==> src/rtl/debounce_pkg.sv <==
// -----------------------------------------------------------------------------
// debounce_pkg
//   Shared definitions for the push-button / switch conditioning blocks.
//   - state_t : 2-bit debounce FSM encodings
//   - DEF_*   : default parameter values used by btn_debounce
// -----------------------------------------------------------------------------
package debounce_pkg;

    typedef enum logic [1:0] {
        ST_STABLE_LO = 2'd0,
        ST_PEND_HI   = 2'd1,
        ST_STABLE_HI = 2'd2,
        ST_PEND_LO   = 2'd3
    } state_t;

    localparam int DEF_STABLE_CYCLES = 4;
    localparam int DEF_CNT_W         = 16;
    localparam int DEF_LONG_CYCLES   = 10;
    localparam int DEF_LONG_W        = 26;

endpackage

==> src/rtl/sync_2ff.sv <==
// -----------------------------------------------------------------------------
// sync_2ff
//   Two-flop synchronizer for a single asynchronous input bit. Both stages
//   clear to 0 on reset. Reusable by any block that samples a board pin.
// Ports
//   clk    in  system clock (posedge)
//   reset  in  synchronous, active-high
//   d      in  asynchronous input
//   q      out synchronized output (second flop)
// -----------------------------------------------------------------------------
module sync_2ff (
    input  logic clk,
    input  logic reset,
    input  logic d,
    output logic q
);

    logic s1_q;
    logic s2_q;

    always_ff @(posedge clk) begin
        if (reset) begin
            s1_q <= 1'b0;
            s2_q <= 1'b0;
        end else begin
            s1_q <= d;
            s2_q <= s1_q;
        end
    end

    assign q = s2_q;

endmodule

==> src/rtl/btn_debounce.sv <==
// -----------------------------------------------------------------------------
// btn_debounce
//   Conditions a raw button/switch pin: synchronizes it into clk, requires a
//   new level to persist STABLE_CYCLES consecutive cycles before committing,
//   and produces a registered clean level plus one-cycle rise/fall pulses.
//   Clean input change to btn_level change is STABLE_CYCLES+2 edges.
//
//   Optional feature macro: BTN_DEBOUNCE_LONGPRESS_EN
//     defined     : long_press asserts once btn_level has been high for
//                   LONG_CYCLES edges, drops with btn_level.
//     not defined : long_press tied 0, no long-press counter.
// Ports
//   clk         in   system clock (posedge)
//   reset       in   synchronous, active-high; dominates everything
//   btn_in      in   raw asynchronous pin
//   btn_level   out  debounced level
//   rise_pulse  out  one-cycle pulse when btn_level goes 0->1
//   fall_pulse  out  one-cycle pulse when btn_level goes 1->0
//   long_press  out  held high while press exceeds LONG_CYCLES
// -----------------------------------------------------------------------------
module btn_debounce
    import debounce_pkg::*;
#(
    parameter int STABLE_CYCLES = DEF_STABLE_CYCLES,
    parameter int CNT_W         = DEF_CNT_W,
    parameter int LONG_CYCLES   = DEF_LONG_CYCLES,
    parameter int LONG_W        = DEF_LONG_W
) (
    input  logic clk,
    input  logic reset,
    input  logic btn_in,
    output logic btn_level,
    output logic rise_pulse,
    output logic fall_pulse,
    output logic long_press
);

    // Elaboration-time sanity of the configuration.
    if (STABLE_CYCLES < 2) begin : g_bad_stable
        $error("btn_debounce: STABLE_CYCLES must be >= 2");
    end
    if (LONG_CYCLES < 1) begin : g_bad_long
        $error("btn_debounce: LONG_CYCLES must be >= 1");
    end

    localparam logic [CNT_W-1:0] CNT_LAST = CNT_W'(STABLE_CYCLES - 1);

    // ---------------------------------------------------------------------
    // Synchronizer: s2 is the only btn_in-derived signal the FSM sees
    // ---------------------------------------------------------------------
    logic s2;

    sync_2ff u_sync (
        .clk   (clk),
        .reset (reset),
        .d     (btn_in),
        .q     (s2)
    );

    // ---------------------------------------------------------------------
    // Debounce FSM + stability counter
    // ---------------------------------------------------------------------
    state_t           state_q, state_d;
    logic [CNT_W-1:0] cnt_q,   cnt_d;
    logic             level_q, level_d;
    logic             rise_q,  rise_d;
    logic             fall_q,  fall_d;

    always_ff @(posedge clk) begin
        if (reset) begin
            state_q <= ST_STABLE_LO;
            cnt_q   <= '0;
            level_q <= 1'b0;
            rise_q  <= 1'b0;
            fall_q  <= 1'b0;
        end else begin
            state_q <= state_d;
            cnt_q   <= cnt_d;
            level_q <= level_d;
            rise_q  <= rise_d;
            fall_q  <= fall_d;
        end
    end

    always_comb begin
        state_d = state_q;
        cnt_d   = cnt_q;
        level_d = level_q;
        rise_d  = 1'b0;
        fall_d  = 1'b0;

        if (s2 != level_q) begin
            if (cnt_q == CNT_LAST) begin
                // New level has persisted long enough: commit and pulse.
                level_d = s2;
                rise_d  = s2;
                fall_d  = ~s2;
                cnt_d   = '0;
                state_d = s2 ? ST_STABLE_HI : ST_STABLE_LO;
            end else begin
                cnt_d   = cnt_q + CNT_W'(1);
                state_d = s2 ? ST_PEND_HI : ST_PEND_LO;
            end
        end else begin
            // Input agrees with committed level: any pending change was bounce.
            cnt_d   = '0;
            state_d = level_q ? ST_STABLE_HI : ST_STABLE_LO;
        end

        // Keep the state/level pairing consistent even from an unexpected
        // state value: level is high exactly in STABLE_HI / PEND_LO.
        if ((state_q == ST_STABLE_HI || state_q == ST_PEND_LO) != level_q) begin
            state_d = level_q ? ST_STABLE_HI : ST_STABLE_LO;
            cnt_d   = '0;
        end
    end

    assign btn_level  = level_q;
    assign rise_pulse = rise_q;
    assign fall_pulse = fall_q;

    // ---------------------------------------------------------------------
    // Optional long-press detector
    // ---------------------------------------------------------------------
`ifdef BTN_DEBOUNCE_LONGPRESS_EN
    localparam logic [LONG_W-1:0] LONG_MAX = LONG_W'(LONG_CYCLES);

    logic [LONG_W-1:0] lcnt_q, lcnt_d;
    logic              long_q;

    // Counting only starts the edge after btn_level rose (needs level_q and
    // level_d both high), so long_press lands LONG_CYCLES edges after the
    // rise. Using level_d for the clear makes long_press drop in the very
    // cycle btn_level falls.
    always_comb begin
        lcnt_d = '0;
        if (level_q && level_d) begin
            lcnt_d = (lcnt_q == LONG_MAX) ? lcnt_q : lcnt_q + LONG_W'(1);
        end
    end

    always_ff @(posedge clk) begin
        if (reset) begin
            lcnt_q <= '0;
            long_q <= 1'b0;
        end else begin
            lcnt_q <= lcnt_d;
            long_q <= (lcnt_d == LONG_MAX);
        end
    end

    assign long_press = long_q;
`else
    assign long_press = 1'b0;
`endif

endmodule

==> config.mk <==
export PLATFORM = sky130hd
export DESIGN_NAME = btn_debounce
export DESIGN_NICKNAME = d
export VERILOG_FILES = /design/src/rtl/debounce_pkg.sv /design/src/rtl/sync_2ff.sv /design/src/rtl/btn_debounce.sv
export SDC_FILE = /design/constraint.sdc
export NUM_CORES = 1
export LEC_CHECK = 0
export CAP_MARGIN = 30
export CORE_UTILIZATION = 45
export DETAILED_ROUTE_END_ITERATION = 16
export PLACE_DENSITY_LB_ADDON = 0.15
export SLEW_MARGIN = 10
export SYNTH_ARGS = -nofsm -noshare
export SYNTH_HDL_FRONTEND = slang
export SYNTH_SLANG_ARGS = --single-unit
==> constraint.sdc <==
create_clock -name clk -period 4.1 [get_ports clk]
set_input_delay 0.82 -clock clk [delete_from_list [all_inputs] [get_ports clk]]
set_output_delay 0.82 -clock clk [all_outputs]
set_load 0.005 [all_outputs]
==> results.toml <==
[worst_setup_path]
critical_path_class = "flip-flop to output pin"
cp_cell_sequence = "clkdlybuf4s50_1"
slowest_delay_ps = 550
cp_max_fo = 8
arrival_ps = 1350
critical_path_required_ps = 3280
cp_top_family = "buffers and inverters"
path_buf_inv = 1
crit_slowest_cell = "clkdlybuf4s50_1"
crit_path_end_kind = "output pin"
critPathLaunchType = "flip-flop"

[floorplan]
core_area_um2 = 1960
initial_core_util_pct = 47.6
die_y_um = 47.5
ios = 7
dieWidth_um = 47.5
rows = 16
die-area_um2 = 2260

[sta]
hold_ws_ps = 457
tightest_slew_ps = 501
period_minus_slack_ps = 2170
finalCritPeriodShare_pct = 52.8
rsz0062_at_grt = "no"
slew_violations = 0
setup_viol = 0
hold_violations = 0
tns_ps = 0
max_slew_margin_pct = 66.5
clock.fmax_ghz = 0.462
fin_worst_skew_ps = 8.42

[cells_and_area]
nFillCells = 198
area_delta_synth_final_pct = 12.5
num_antenna_cells = 0
fin_nets = 115
layout-drive-gt1-share_pct = 3.64

[logic_synthesis]
synth_nets = 108
ys_types = 28
ys_seq_area_share_pct = 47.2
synth-seq-cells = 22
synth_cells = 104
avgSynthCellArea_um2 = 8.97
synth_area_um2 = 933
ys_warn_count = 0

[route]
drc = 0
drt_first_iter_violations = 7
drt-total-wl_um = 1600
m1WireLength_um = 762
drt-pass1-iter-count = 4
wl_met3_um = 70
via_per_inst = 5.23
met2RoutedLength_um = 749
wire_per_inst_um = 11.6
postRouteAntennaNets = 0
num_vias = 716
top_layer = "met4"

[global_routing]
antenna_found_initial = 0
overflow = 0
grt_max_degree = 16
grt_pass1_wl_um = 2660
grt_use_total_pct = 17.3
grt_pass1_vias = 629

[clocking]
clock_sinks = 22
cts_hold_buffers = 0
clockBufferDepth = 2
clock_latency_ps = 320
clockRootBuffer = "clkbuf_4"
cts_resized = 0
cts-htree-levels = 1
cts.clk_slew.worst_paths_ps = 120
post_cts_buffers = 0
numCtsBuffers = 3
cts_tree = "yes"

[job]
drv_cap = 0

[status]
status = "finished clean"

[power_and_ir_drop]
power.internal_uw = 317
comb_power_share_pct = 1.5
switchingPower_uw = 71.5
clockPowerShare_pct = 42.9
p_seq_share_pct = 55.6
powerDensity_nw_per_um2 = 370
switching_share_pct = 18.4
peakVddDrop_mv = 0.307
leakage_uw = 0.000312

[placement]
io_buffers = 5
place_congestion = 0.816
dpl.hpwl_um = 1090

[worst_hold_path]
hp-class = "flip-flop to flip-flop"
==> power by group through the flow <==
stage	Combinational, µW	Clock [µW]	Sequential, µW
final	5.86	166	216
after global routing	6.61	180	216
after floorplan	3.51	0	220
after global placement	5.67	0	221
after detailed placement	5.86	0	221
after CTS	5.86	170	216
==> routing by layer <==
metal / track usage [%] / vias up
met2: 27.7 / 11
li1: - / 376
met5: 0 / -
met1: 21.1 / 327
met3: 7.92 / 2
met4: 5.00 / 0
==> state kept, by name, indices dropped and copies added, names as in the netlist <==
signal / flops
cnt_q: 16
btn_level: 1
fall_pulse: 1
rise_pulse: 1
state_q: 1
u_sync.q: 1
u_sync.s1_q: 1
==> logic make-up after synthesis <==
kind of cell	Yosys count	synth area share (%)
buffers and inverters	7	3.75
other	1	0.402
AND/OR/NAND/NOR	54	31.0
flip-flops	22	47.2
adder cells (fa/ha/maj)	1	1.34
XOR/XNOR	13	12.2
multiplexers	1	1.07
AO/OA/AOI/OAI	5	3.08
==> path summary, 6_finish.rpt <==
check        slack [ps]         from   endpoint  cells past startpoint
min                 460  u_sync.s1_q   u_sync.q                      1
max reg2reg        2230     cnt_q[0]  cnt_q[11]                      5
max                1930    btn_level  btn_level                      1
min reg2reg         460  u_sync.s1_q   u_sync.q                      1
==> synth_stat cells, drive strengths merged <==
cell	number	area [µm²]
a21oi	2	10.0
a31oi	1	6.26
and3	1	6.26
and4	1	8.76
buf	3	20.0
conb	1	3.75
dfxtp	22	440
ha	1	12.5
inv	4	15.0
mux2i	1	10.0
nand2	5	18.8
nand3	5	25.0
nand3b	1	7.51
nand4	6	37.5
nor2	17	63.8
nor2b	2	12.5
nor3	3	15.0
nor3b	1	7.51
nor4	6	37.5
nor4b	2	17.5
o21ai	1	5.00
o31ai	1	7.51
or2	1	6.26
or3b	2	17.5
or4	1	7.51
xnor2	10	87.6
xor2	3	26.3
==> cells in the final DEF (no fill, tap or decap), types with 2 or more instances in the layout <==
cell type         n
clkbuf_4          3
nor2_1           17
nor4_1            6
nand4_1           6
dfxtp_1          22
nor4b_1           2
or3b_1            2
clkdlybuf4s50_1   5
xnor2_1          10
a21oi_1           2
nor2b_1           2
nor3_1            3
xor2_1            3
inv_1             4
nand2_1           5
nand3_1           5
==> per-stage QoR <==
step | instances | worst slack (ps) | utilization (%) | cell area [µm²] | power, µW
detailed placement | 133 | 1900 | 50.8 | 997 | 227
global placement | 133 | 1980 | 50.8 | 997 | 226
CTS | 137 | 1930 | 53.5 | 1050 | 392
floorplan | 104 | 2510 | - | 933 | 224
global route | 137 | 1860 | 53.5 | 1050 | 403
finish | 137 | 1930 | 53.5 | 1050 | 388
==> layout make-up <==
cell class	instances	area [µm²]	share of cell area [%]
multi-input cells	75	458	43.6
flip-flops and latches	22	440	42.0
repair buffers	5	50.0	4.77
well taps	27	33.8	3.22
clock inverters	1	30.0	2.86
clock buffers	3	22.5	2.15
inverters	4	15.0	1.43
Power figures use the tool's default switching activity.
